File: src/rtl/lcd_zone_display.sv
// HD44780 8-bit write-only driver: zone free-space counts on line 1, elapsed time on line 2.
// Frames are drawn from a snapshot of the inputs and only when the inputs have changed.
module lcd_zone_display #(
    parameter int ZONES    = 2,
    parameter int CAR_W    = 4,
    parameter int TIME_W   = 6,
    parameter int TICK_DIV = 20
) (
    input  logic                     clk,
    input  logic                     rst,
    input  logic                     power,
    input  logic [ZONES*CAR_W-1:0]   car,
    input  logic [TIME_W-1:0]        time_cnt,
    output logic                     RW,
    output logic                     EN,
    output logic                     RS,
    output logic [7:0]               data_bus,
    output logic                     busy,
    output logic                     frame_done
);
    localparam int TCW    = (TICK_DIV > 2) ? $clog2(TICK_DIV) : 1;
    localparam int NBYTES = 4*ZONES + 6;

    localparam logic [1:0] S_OFF   = 2'd0;
    localparam logic [1:0] S_INIT  = 2'd1;
    localparam logic [1:0] S_IDLE  = 2'd2;
    localparam logic [1:0] S_FRAME = 2'd3;

    localparam logic [1:0] P_SETUP = 2'd0;
    localparam logic [1:0] P_PULSE = 2'd1;
    localparam logic [1:0] P_HOLD  = 2'd2;

    localparam logic [4:0] INIT_LAST  = 5'd3;
    localparam logic [4:0] FRAME_LAST = 5'(NBYTES-1);

    logic [TCW-1:0]          r_tick_cnt;
    logic                    w_tick;
    logic [1:0]              r_state, w_state_next;
    logic [1:0]              r_phase, w_phase_next;
    logic [4:0]              r_idx, w_idx_next;
    logic                    r_en, w_en_next;
    logic                    r_rs, w_rs_next;
    logic [7:0]              r_data, w_data_next;
    logic                    r_done, w_done_next;
    logic                    r_dirty;
    logic                    w_latch, w_set_dirty, w_mismatch, w_last;
    logic [ZONES*CAR_W-1:0]  r_snap_car;
    logic [TIME_W-1:0]       r_snap_time;
    logic [15:0]             w_zone_ascii [ZONES];
    logic [15:0]             w_time_ascii;
    logic                    w_cand_init, w_cand_rs;
    logic [4:0]              w_cand_idx, w_zk, w_tk;
    logic [7:0]              w_cand_byte;

    // Two ASCII digits {tens, units}; anything above 99 saturates to "99".
    function automatic logic [15:0] to_ascii(input logic [7:0] v);
        logic [7:0] t;
        logic [7:0] u;
        if (v > 8'd99) begin
            t = 8'd9;
            u = 8'd9;
        end else begin
            t = v / 8'd10;
            u = v % 8'd10;
        end
        return {8'h30 + t, 8'h30 + u};
    endfunction

    genvar gi;
    generate
        for (gi = 0; gi < ZONES; gi++) begin : g_zone
            assign w_zone_ascii[gi] = to_ascii({{(8-CAR_W){1'b0}}, r_snap_car[gi*CAR_W +: CAR_W]});
        end
    endgenerate
    assign w_time_ascii = to_ascii({{(8-TIME_W){1'b0}}, r_snap_time});

    always_ff @(posedge clk or negedge rst) begin
        if (!rst) begin
            r_tick_cnt <= '0;
        end else if (!power || r_tick_cnt == TCW'(TICK_DIV-1)) begin
            r_tick_cnt <= '0;
        end else begin
            r_tick_cnt <= r_tick_cnt + TCW'(1);
        end
    end
    assign w_tick = power && (r_tick_cnt == TCW'(TICK_DIV-1));

    // Candidate byte to load on the next SETUP: depends only on registered state.
    always_comb begin
        w_cand_init = (r_state == S_OFF) || (r_state == S_INIT);
        w_cand_idx  = (r_state == S_INIT || r_state == S_FRAME) ? r_idx + 5'd1 : 5'd0;
        w_zk        = w_cand_idx - 5'd1;
        w_tk        = w_cand_idx - 5'(4*ZONES+2);
        w_cand_rs   = 1'b0;
        w_cand_byte = 8'h00;
        if (w_cand_init) begin
            case (w_cand_idx)
                5'd0:    w_cand_byte = 8'h38;
                5'd1:    w_cand_byte = 8'h0C;
                5'd2:    w_cand_byte = 8'h06;
                default: w_cand_byte = 8'h01;
            endcase
        end else if (w_cand_idx == 5'd0) begin
            w_cand_byte = 8'h80;
        end else if (w_cand_idx <= 5'(4*ZONES)) begin
            w_cand_rs = 1'b1;
            for (int z = 0; z < ZONES; z++) begin
                if (w_zk[4:2] == 3'(z)) begin
                    case (w_zk[1:0])
                        2'd0:    w_cand_byte = 8'h41 + 8'(z);
                        2'd1:    w_cand_byte = w_zone_ascii[z][15:8];
                        2'd2:    w_cand_byte = w_zone_ascii[z][7:0];
                        default: w_cand_byte = 8'h20;
                    endcase
                end
            end
        end else if (w_cand_idx == 5'(4*ZONES+1)) begin
            w_cand_byte = 8'hC0;
        end else begin
            w_cand_rs = 1'b1;
            case (w_tk)
                5'd0:    w_cand_byte = 8'h54;
                5'd1:    w_cand_byte = 8'h3A;
                5'd2:    w_cand_byte = w_time_ascii[15:8];
                default: w_cand_byte = w_time_ascii[7:0];
            endcase
        end
    end

    assign w_last = (r_idx == ((r_state == S_INIT) ? INIT_LAST : FRAME_LAST));

    always_comb begin
        w_state_next = r_state;
        w_phase_next = r_phase;
        w_idx_next   = r_idx;
        w_en_next    = r_en;
        w_rs_next    = r_rs;
        w_data_next  = r_data;
        w_done_next  = 1'b0;
        w_latch      = 1'b0;
        w_set_dirty  = 1'b0;
        if (!power) begin
            w_state_next = S_OFF;
            w_phase_next = P_SETUP;
            w_idx_next   = 5'd0;
            w_en_next    = 1'b0;
            w_rs_next    = 1'b0;
            w_data_next  = 8'h00;
        end else if (w_tick) begin
            case (r_state)
                S_OFF: begin
                    w_state_next = S_INIT;
                    w_phase_next = P_SETUP;
                    w_idx_next   = w_cand_idx;
                    w_en_next    = 1'b0;
                    w_rs_next    = w_cand_rs;
                    w_data_next  = w_cand_byte;
                end
                S_IDLE: begin
                    if (r_dirty) begin
                        w_state_next = S_FRAME;
                        w_latch      = 1'b1;
                        w_phase_next = P_SETUP;
                        w_idx_next   = w_cand_idx;
                        w_en_next    = 1'b0;
                        w_rs_next    = w_cand_rs;
                        w_data_next  = w_cand_byte;
                    end
                end
                default: begin
                    case (r_phase)
                        P_SETUP: begin
                            w_phase_next = P_PULSE;
                            w_en_next    = 1'b1;
                        end
                        P_PULSE: begin
                            w_phase_next = P_HOLD;
                            w_en_next    = 1'b0;
                        end
                        default: begin
                            if (w_last) begin
                                w_state_next = S_IDLE;
                                w_set_dirty  = (r_state == S_INIT);
                                w_done_next  = (r_state == S_FRAME);
                            end else begin
                                w_phase_next = P_SETUP;
                                w_idx_next   = w_cand_idx;
                                w_en_next    = 1'b0;
                                w_rs_next    = w_cand_rs;
                                w_data_next  = w_cand_byte;
                            end
                        end
                    endcase
                end
            endcase
        end
    end

    always_ff @(posedge clk or negedge rst) begin
        if (!rst) begin
            r_state <= S_OFF;
            r_phase <= P_SETUP;
            r_idx   <= 5'd0;
            r_en    <= 1'b0;
            r_rs    <= 1'b0;
            r_data  <= 8'h00;
            r_done  <= 1'b0;
        end else begin
            r_state <= w_state_next;
            r_phase <= w_phase_next;
            r_idx   <= w_idx_next;
            r_en    <= w_en_next;
            r_rs    <= w_rs_next;
            r_data  <= w_data_next;
            r_done  <= w_done_next;
        end
    end

    // Latching the snapshot wins over a same-cycle mismatch against the old snapshot.
    assign w_mismatch = (car != r_snap_car) || (time_cnt != r_snap_time);
    always_ff @(posedge clk or negedge rst) begin
        if (!rst) begin
            r_snap_car  <= '0;
            r_snap_time <= '0;
            r_dirty     <= 1'b1;
        end else if (w_latch) begin
            r_snap_car  <= car;
            r_snap_time <= time_cnt;
            r_dirty     <= 1'b0;
        end else if (w_mismatch || w_set_dirty) begin
            r_dirty     <= 1'b1;
        end
    end

    assign RW         = 1'b0;
    assign EN         = r_en;
    assign RS         = r_rs;
    assign data_bus   = r_data;
    assign busy       = (r_state == S_INIT) || (r_state == S_FRAME);
    assign frame_done = r_done;
endmodule

File: config.mk
export PLATFORM = sky130hd
export DESIGN_NAME = lcd_zone_display
export DESIGN_NICKNAME = d
export VERILOG_FILES = /design/src/rtl/lcd_zone_display.sv
export SDC_FILE = /design/constraint.sdc
export NUM_CORES = 1
export LEC_CHECK = 0
export BUFFER_PORTS_ARGS = -buffer_cell sky130_fd_sc_hd__buf_2
export CAP_MARGIN = 10
export CORE_MARGIN = 2
export CORE_UTILIZATION = 61
export CTS_CLUSTER_DIAMETER = 80
export DETAILED_ROUTE_END_ITERATION = 10
export PLACE_DENSITY = 0.81
export SLEW_MARGIN = 0
export SYNTH_ARGS = -nofsm -noshare
export SYNTH_HDL_FRONTEND = slang
export SYNTH_SLANG_ARGS = --single-unit
File: constraint.sdc
create_clock -name clk -period 3.75 [get_ports clk]
set_input_delay 0.375 -clock clk [delete_from_list [all_inputs] [get_ports clk]]
set_output_delay 0.375 -clock clk [all_outputs]
set_load 0.02 [all_outputs]
==> run metrics, run 1 <==
num rows 27; Total Wirelength 8830 um; DP Worst Slack 0.697 ns; CP cell instances ha_1 > nand2_2 > or2_2 > nor4_1 > ha_1 > nand2_1 > a31oi_1 > a31oi_1 > or4_1 > a2bb2oi_1; DP Wirelength 6540 um; DR WL/cell 17.2 um; final hold viol count 0; Post-CTS Hold Buffers 0; endpoints failing setup 0; share of the synthesized area in the top cell type 0.273; P_leak 1.55 nW; fin worst setup slack 0.588 ns; area added between synthesis and finish 4.63%; most frequent cell after synthesis nor2_1; Async SR Flop Fraction 1.00; Ports 30; Post-CTS Setup Bufs 0; # clock sinks 39; Via Count 3,190; worst-case reg-to-reg path depth 10; latest clock arrival within the worst-skew pair 0.30 ns; Crit path max-delay family simple AND/OR/NAND/NOR gates; Post-Syn Area per Cell 8.20 um^2; Startpoint Class register; top post-synthesis cells by count nor2_1, dfrtp_1, nand2_1; final net count 472; largest net degree at the start of global routing 40; Area contributors post-synth dfrtp_1, ha_1, o21ai_0; critical path's largest stage delay 0.59 ns; minimum clock period 3.16 ns; Synth area leader dfrtp_1; Final Max Slew Viols 0; number of global-route vias before repair 2,980; synthesized area 0.00349 mm^2; Critical Path AT 3.39 ns; floorplan die height 79.6 um; CTS tree yes; die width 79.6 um; DRC 0; post-cts resize count 0; Power Total 0.000755 W; Reg-to-Reg Start r_idx[0]; Worst EP required 3.97 ns; clock slew at reported path FFs 0.08 ns; n_diodes 0; CP Capture Type register; #FFs+latches synth 39; Crit Reg-Reg Endpoint data_bus[6]; Core Area 0.00551 mm^2; drt pass-1 iters 5; crit-path max FO 16; Final ANT Viol Nets 0; max capacitance violation total 0; FMAX 316 MHz; most used flip-flop cell after synthesis dfrtp_1; buffers plus inverters on the worst setup path 0; R2R setup slack 0.59 ns; Clock Root Buffer clkbuf_8; total track usage 0.297; Num CTS Buffers 5; Worst path slowest cell dfrtp_1; first-pass GRT wire length 14,800 um; htree depth 2; GP Congestion 0.991; Mapped Cells 425; Crit Path Class register to register; Hold Crit Class input pin to async pin; Die ar. 0.00634 mm^2; status complete, no violations; Yosys warnings 0; Max VDD drop 0.000152 V; Final period util 0.843; initial core utilization 0.633; Pwr Density 207 mW/mm^2; clk_skew 0.00496 ns; Stages on worst setup path 10; worst-case clock buffer depth 2; Port Buf Inserts 28; Post-synth EDFFs 0; layout cells sized above 1 0.141; Seq/Total Area, Yosys 0.280; Distinct cells, synth 72; initial antenna violation count 0; DR vias/cell 6.22; final setup TNS 0 ns; Layout fillers 470; DRT iter0 DRCs 287; Rel. slew slack 0.384; gr ovfl total 0; worst-margin pin slew 0.898 ns; RSZ-0062 raised after global routing false
==> metal layers <==
| metal | share of wire | track usage |
|---|---|---|
| met1 | 0.47 | 0.431 |
| met2 | 0.46 | 0.451 |
| met3 | 0.056 | 0.0509 |
| met4 | 0.015 | 0.0879 |
| met5 | 0 | 0 |
==> area by class of cell <==
| class | instances | area (um^2) | area share |
|---|---|---|---|
| Clock buffer | 6 | 72.6 | 0.0199 |
| Clock inverter | 2 | 12.5 | 0.00343 |
| Inverter | 21 | 78.8 | 0.0216 |
| Multi-Input combinational cell | 339 | 2230 | 0.612 |
| Sequential cell | 39 | 977 | 0.268 |
| Tap cell | 72 | 90.1 | 0.0247 |
| Timing Repair Buffer | 34 | 185 | 0.0508 |
==> worst max-delay path by stage <==
stage | from | endpoint
finish | r_idx[0] | data_bus[6]
global route | r_idx[0] | data_bus[6]
CTS | r_idx[0] | data_bus[6]
detailed placement | r_idx[0] | data_bus[6]
global placement | r_idx[0] | data_bus[5]
floorplan | r_idx[0] | data_bus[7]
==> stage by stage <==
step	std cells	area, um^2	util	hold slack (ns)
2_1_floorplan	426	3490	-	0.0794
3_3_place_gp	505	3560	0.647	0.443
3_5_place_dp	505	3560	0.647	0.454
4_1_cts	513	3650	0.662	0.235
5_1_grt	513	3650	0.662	0.293
6_report	513	3650	0.662	0.209
==> worst register-to-register path: cells and delay by family, from the launching register on <==
kind / cells / cell delay [ns]
AO/OA/AOI/OAI: 3 / 0.53
AND/OR/NAND/NOR: 5 / 1.33
flip-flops: 1 / 0.59
adder cells (fa/ha/maj): 2 / 0.65
==> kinds of logic after synthesis <==
group,count (synthesis),synth area share
AO/OA/AOI/OAI,118,0.233
XOR/XNOR,23,0.0578
adder cells (fa/ha/maj),15,0.0538
buffers and inverters,48,0.0822
flip-flops,39,0.280
multiplexers,15,0.0463
other,2,0.00215
AND/OR/NAND/NOR,165,0.244
==> layout by cell type, fill, tap and decap left out, drive strengths merged, types with 7 or more instances in the layout <==
cell type,n
a21o,7
a21oi,19
a31oi,7
buf,34
dfrtp,38
ha,15
inv,21
mux2i,9
nand2,38
nand2b,7
nand3,10
nor2,41
nor2b,10
nor3,11
o21ai,34
xnor2,10
xor2,13
==> sequential cells by signal, indices dropped and copies added, names as in the netlist <==
| register | cells |
|---|---|
| r_dirty | 1 |
| frame_done | 1 |
| r_snap_car | 8 |
| r_state | 2 |
| RS | 1 |
| EN | 1 |
| r_tick_cnt | 5 |
| data_bus | 8 |
| r_phase | 1 |
| r_idx | 5 |
| r_snap_time | 6 |
==> power by group <==
group	internal [W]	switching (W)	total (W)	leakage, nW
clock	0.000130	0.000159	0.000289	0.0412
combinational	0.0000142	0.0000265	0.0000407	1.02
sequential	0.000423	0.00000268	0.000426	0.492
total	0.000567	0.000188	0.000755	1.55
Note: power is estimated with default switching activity, not from simulation.
==> run 2, diff against run 1 <==
--- a/config.mk
+++ b/config.mk
@@ -8,10 +8,10 @@
 export BUFFER_PORTS_ARGS = -buffer_cell sky130_fd_sc_hd__buf_2
 export CAP_MARGIN = 10
 export CORE_MARGIN = 2
-export CORE_UTILIZATION = 61
+export CORE_UTILIZATION = 55
 export CTS_CLUSTER_DIAMETER = 80
 export DETAILED_ROUTE_END_ITERATION = 10
-export PLACE_DENSITY = 0.81
+export PLACE_DENSITY = 0.77
 export SLEW_MARGIN = 0
 export SYNTH_ARGS = -nofsm -noshare
 export SYNTH_HDL_FRONTEND = slang
==> constraint.sdc (replaced) <==
create_clock -name clk -period 2.6 [get_ports clk]
set_input_delay 0.26 -clock clk [delete_from_list [all_inputs] [get_ports clk]]
set_output_delay 0.26 -clock clk [all_outputs]
set_load 0.02 [all_outputs]
==> run metrics, run 2 (synthesized netlist as in run 1, its figures left out) <==
status complete, no violations; endpoints failing setup 0 (unchanged); crit-path max FO 15 (-1); FMAX 395 MHz (+25%); commonest cells after routing, fill and taps aside nor2_1, dfrtp_1, nand2_1; Hold Crit Class input pin to async pin; clock slew at reported path FFs 0.09 ns (about the same); R2R setup slack 0.07 ns (-0.52 ns); final setup TNS 0 ns (unchanged); Total Wirelength 9070 um (+2.7%); Die ar. 0.00699 mm^2 (+10%); Ports 30 (unchanged); Worst EP required 2.80 ns (-1.17 ns); P_leak 1.70 nW (+10%); post-place instance area 0.00376 mm^2 (+5.5%); worst-margin pin slew 0.904 ns (+0.00604 ns); final net count 497 (+5.3%); Port Buf Inserts 28 (unchanged); initial core utilization 0.559 (-0.0745); Via Count 3,349 (+5.0%); floorplan die height 83.6 um (+5.0%); CP Capture Type register; Layout fillers 547 (+16%); Power Total 0.00121 W (+60%); DR vias/cell 6.17 (-0.82%); # clock sinks 39 (unchanged); Final ANT Viol Nets 0 (unchanged); max capacitance violation total 0 (unchanged); GP Congestion 0.927 (-6.4%); area added between synthesis and finish 14.4%; final hold viol count 0 (unchanged); DP Wirelength 6750 um (+3.2%); minimum clock period 2.53 ns (-0.631 ns); Num CTS Buffers 5 (unchanged); gr ovfl total 0 (unchanged); n_diodes 0 (unchanged); Final period util 0.973 (+0.130); final instance area 0.00399 mm^2 (+9.3%); drt pass-1 iters 7 (+2); number of global-route vias before repair 3,165 (+6.2%); num rows 29 (+7.4%); initial antenna violation count 0 (unchanged); CTS tree yes; latest clock arrival within the worst-skew pair 0.30 ns (about the same); clk_skew 0.00586 ns (+0.000895 ns); die width 83.6 um (+5.0%); Max VDD drop 0.000338 V (+120%); Crit Path Class register to register; DRT iter0 DRCs 327 (+14%); fin worst setup slack 0.0691 ns (-0.519 ns); first-pass GRT wire length 15,200 um (+3.1%); Clock Root Buffer clkbuf_8; total track usage 0.267 (-0.0295); Core Area 0.00624 mm^2 (+13%); largest net degree at the start of global routing 40 (unchanged); worst-case clock buffer depth 2 (unchanged); layout cells sized above 1 0.217 (+0.0761); Pwr Density 302 mW/mm^2 (+46%); Rel. slew slack 0.397 (+0.0131); DP Worst Slack 0.0154 ns (-0.681 ns); htree depth 2 (unchanged); most common cell after layout, fill and taps aside nor2_1; Critical Path AT 2.73 ns (-0.66 ns); Final Max Slew Viols 0 (unchanged); DR WL/cell 16.7 um (-2.9%); Startpoint Class register; DRC 0 (unchanged)
==> run 2: cell count changes in the layout (fill, tap and decap cells not counted), moves of 2 or more <==
cell     change
nor4_1       -2
ha_4         +3
o41ai_1      -2
o41ai_2      +2
ha_1         -4
buf_4       +23
==> run 2: power breakdown <==
| part | switching (W) | internal (W) | leakage, nW | total [W] |
|---|---|---|---|---|
| combinational | 0.0000386 | 0.0000215 | 1.15 | 0.0000600 |
| sequential | 0.00000384 | 0.000610 | 0.492 | 0.000614 |
| clock | 0.000245 | 0.000286 | 0.0581 | 0.000531 |
==> run 2: what timing repair did <==
action                     in CTS  in global routing
resized for setup               1                 14
cloned                          0                  0
setup endpoints to repair       1                  8
hold buffers                    0                  0
setup buffers                   0                  5
pin swaps                       0                  8
==> run 2: critical path: stages, from the launching register on <==
cell      delay, ns
dfrtp_1        0.40
buf_4          0.25
and3_1         0.24
mux2_4         0.36
or4b_1         0.51
o211ai_1       0.10
buf_4          0.16
or2_1          0.13
o21ai_1        0.08
a22o_1         0.19
==> run 2: final timing paths <==
kind	start	end	depth (start not counted)
hold reg to reg	r_tick_cnt[0]	r_tick_cnt[0]	1
setup reg to reg	r_idx[0]	data_bus[7]	9
min in group clk	car[1]	r_snap_car[1]	3
max in group asynchronous	rst	r_snap_car[4]	1
hold / removal	rst	r_idx[3]	1
setup / recovery	r_idx[0]	data_bus[7]	9
==> run 2: layout make-up <==
class	instances	area (um^2)	share of cell area
multi-input cells	339	2340	0.586
flip-flops and latches	39	977	0.245
repair buffers	59	384	0.0964
well taps	77	96.3	0.0242
inverters	21	78.8	0.0198
clock buffers	5	68.8	0.0173
clock inverters	3	43.8	0.0110
==> run 2: routing by layer <==
metal	global-route usage	vias up	share of wire
li1	-	1600	-
met1	0.358	1607	0.43
met2	0.447	125	0.49
met3	0.0514	17	0.063
met4	0.0630	0	0.017
met5	0	-	0
==> run 2: through the flow <==
step / hold slack, ns / util / cells
6_report: 0.0841 / 0.639 / 543
3_3_place_gp: 0.437 / 0.602 / 530
4_1_cts: 0.120 / 0.621 / 538
5_1_grt: 0.167 / 0.639 / 543
3_5_place_dp: 0.444 / 0.602 / 530
2_1_floorplan: -0.0356 / - / 426
==> run 3, diff against run 2 <==
--- a/config.mk
+++ b/config.mk
@@ -9,8 +9,10 @@
 export CAP_MARGIN = 10
 export CORE_MARGIN = 2
 export CORE_UTILIZATION = 55
+export CTS_BUF_LIST = sky130_fd_sc_hd__clkbuf_16
 export CTS_CLUSTER_DIAMETER = 80
 export DETAILED_ROUTE_END_ITERATION = 10
+export GPL_TIMING_DRIVEN = 0
 export PLACE_DENSITY = 0.77
 export SLEW_MARGIN = 0
 export SYNTH_ARGS = -nofsm -noshare
==> run metrics, run 3 (synthesized netlist as in run 1, its figures left out) <==
status finished with violations; failing checks negative setup slack; Final ANT Viol Nets 0 (unchanged); Num CTS Buffers 5 (unchanged); commonest cells after routing, fill and taps aside nor2_1, dfrtp_1, nand2_1; DRT iter0 DRCs 262 (-20%); Final period util 1.00 (+0.0313); minimum clock period 2.61 ns (+0.0815 ns); Max VDD drop 0.000275 V (-18%); grt met2 use 0.482 (+0.0349); clock slew at reported path FFs 0.06 ns (-0.03 ns); htree depth 2 (unchanged); P_leak 1.76 nW (+3.3%); final net count 503 (+1.2%); R2R setup slack -0.01 ns (-0.08 ns); clock share of power 0.512 (+0.071); FMAX 383 MHz (-3.1%); Hold Crit Class input pin to async pin; number of global-route vias before repair 3,342 (+5.6%); layout cells sized above 1 0.244 (+0.0269); drt pass-1 iters 5 (-2); DP Wirelength 6880 um (+2.0%); Reg-to-Reg Start r_idx[0]; Sw Share 0.220 (-0.0189); RSZ-0062 raised after global routing true; clk_skew 0.00877 ns (+0.00292 ns); critical path's largest stage delay 0.43 ns (-0.08 ns); Clock Root Buffer clkbuf_16; area added between synthesis and finish 20.3%; first-pass GRT wire length 16,300 um (+6.8%); Worst path slowest cell dfrtp_2; Worst EP required 2.77 ns (-0.03 ns); global-route track usage on met1 0.378 (+0.0196); most common cell after layout, fill and taps aside nor2_1; fin worst setup slack -0.0124 ns (-0.0815 ns); DRC 0 (unchanged); floorplan die height 83.6 um (unchanged); Power Total 0.00139 W (+15%); Layout fillers 528 (-3.5%); Critical path origin r_idx[0]; initial core utilization 0.559 (unchanged); max capacitance violation total 0 (unchanged); Core Area 0.00624 mm^2 (unchanged); Final Max Slew Viols 0 (unchanged); DR vias/cell 6.26 (+1.4%); total track usage 0.285 (+0.0178); Rel. slew slack 0.402 (+0.00450); worst-margin pin slew 0.897 ns (-0.00675 ns); grt met3 use 0.0425 (-0.00890); Pwr Density 331 mW/mm^2 (+9.3%); Ports 30 (unchanged); Crit Reg-Reg Endpoint data_bus[2]; Psw 0.000304 W (+5.9%); num rows 29 (unchanged); # clock sinks 39 (unchanged); Crit Path Class register to register; Reg power frac 0.443 (-0.066); area of the multi-input gates 0.00245 mm^2 (+5.0%); dpl cells 531 (+0.19%); Post-CTS Hold Buffers 0 (unchanged); Core Util, Final 0.672 (+0.0333); CP cell instances ha_4 > buf_6 > nor3_1 > or3_1 > o2111a_1 > o21a_4 > or2_4 > a311oi_4 > o31ai_2; Storage cell area 980 um^2 (+0.26%); combinational cell fraction of total power 0.045 (-0.005); Via Count 3,435 (+2.6%); Total Wirelength 9770 um (+7.8%); Startpoint Class register; endpoints failing setup 1 (+1); Critical Path AT 2.78 ns (+0.05 ns); crit-path max FO 7 (-8); CTS tree yes; Port Buf Inserts 28 (unchanged); DP Worst Slack -0.529 ns (-0.544 ns); Hold Slack 0.0949 ns (+0.0108 ns); Worst Setup EP data_bus[2]; largest net degree at the start of global routing 40 (unchanged); die width 83.6 um (unchanged); GRT Max-Usage Layer met2; Pint 0.00108 W (+18%); Final Non-Filler Cells 549 (+1.1%); gr ovfl total 0 (unchanged); worst-case clock buffer depth 2 (unchanged); latest clock arrival within the worst-skew pair 0.29 ns (about the same); n_diodes 0 (unchanged); CP Capture Type register; initial antenna violation count 0 (unchanged); final hold viol count 0 (unchanged); GP Congestion 0.979 (+5.6%); worst-case reg-to-reg path depth 9 (unchanged); DR WL/cell 17.8 um (+6.6%); Die ar. 0.00699 mm^2 (unchanged)
[run 3: power by group through the flow]
| stage | Clock (W) | Sequential [W] | Combinational, W |
|---|---|---|---|
| 2_1_floorplan | 0 | 0.000625 | 0.0000259 |
| 3_3_place_gp | 0 | 0.000625 | 0.0000600 |
| 3_5_place_dp | 0 | 0.000626 | 0.0000624 |
| 4_1_cts | 0.000717 | 0.000614 | 0.0000630 |
| 5_1_grt | 0.000743 | 0.000615 | 0.0000717 |
| 6_report | 0.000710 | 0.000614 | 0.0000625 |
[run 3: metal layers]
layer | share of wire | vias up
met4 | 0.019 | 0
met2 | 0.49 | 120
met3 | 0.047 | 25
met1 | 0.44 | 1677
li1 | - | 1613
met5 | 0 | -
[run 3: worst min-delay path by stage]
stage	from	end	slack (ns)	depth (start not counted)
global placement	rst	r_idx[1]	0.43	1
finish	rst	r_idx[3]	0.09	1
detailed placement	rst	r_idx[4]	0.44	1
CTS	rst	r_idx[3]	0.14	1
floorplan	rst	EN	-0.04	0
global route	rst	r_phase[1]	0.19	1
[run 3: repair_timing]
item / in CTS / in global routing
setup buffers: 9 / 4
setup endpoints to repair: 9 / 17
pin swaps: 16 / 20
resized for setup: 19 / 24
endpoints found under the hold margin: 0 / 0
[run 3: critical path, delay by kind of cell (launching register included)]
| family | cells | cell delay (ns) |
|---|---|---|
| fa+ha+maj | 1 | 0.31 |
| flops | 1 | 0.43 |
| simple gates | 3 | 0.65 |
| compound gates | 4 | 0.95 |
| buf+inv | 1 | 0.13 |
[run 3: final cells by class]
type | count | share of cell area
plain buffers | 24 | 0.0430
clock buffers | 5 | 0.0298
clock inverters | 3 | 0.00925
inverters | 21 | 0.0188
multi-input cells | 339 | 0.585
flip-flops and latches | 39 | 0.234
well taps | 77 | 0.0230
repair buffers | 41 | 0.0576
[run 3: metrics by stage]
stage          instance area [um^2]  setup TNS (ns)
2_1_floorplan                  3540               0
3_3_place_gp                   3770           -2.23
3_5_place_dp                   3770           -2.41
4_1_cts                        4100          -0.345
5_1_grt                        4190          -0.266
6_report                       4190         -0.0124
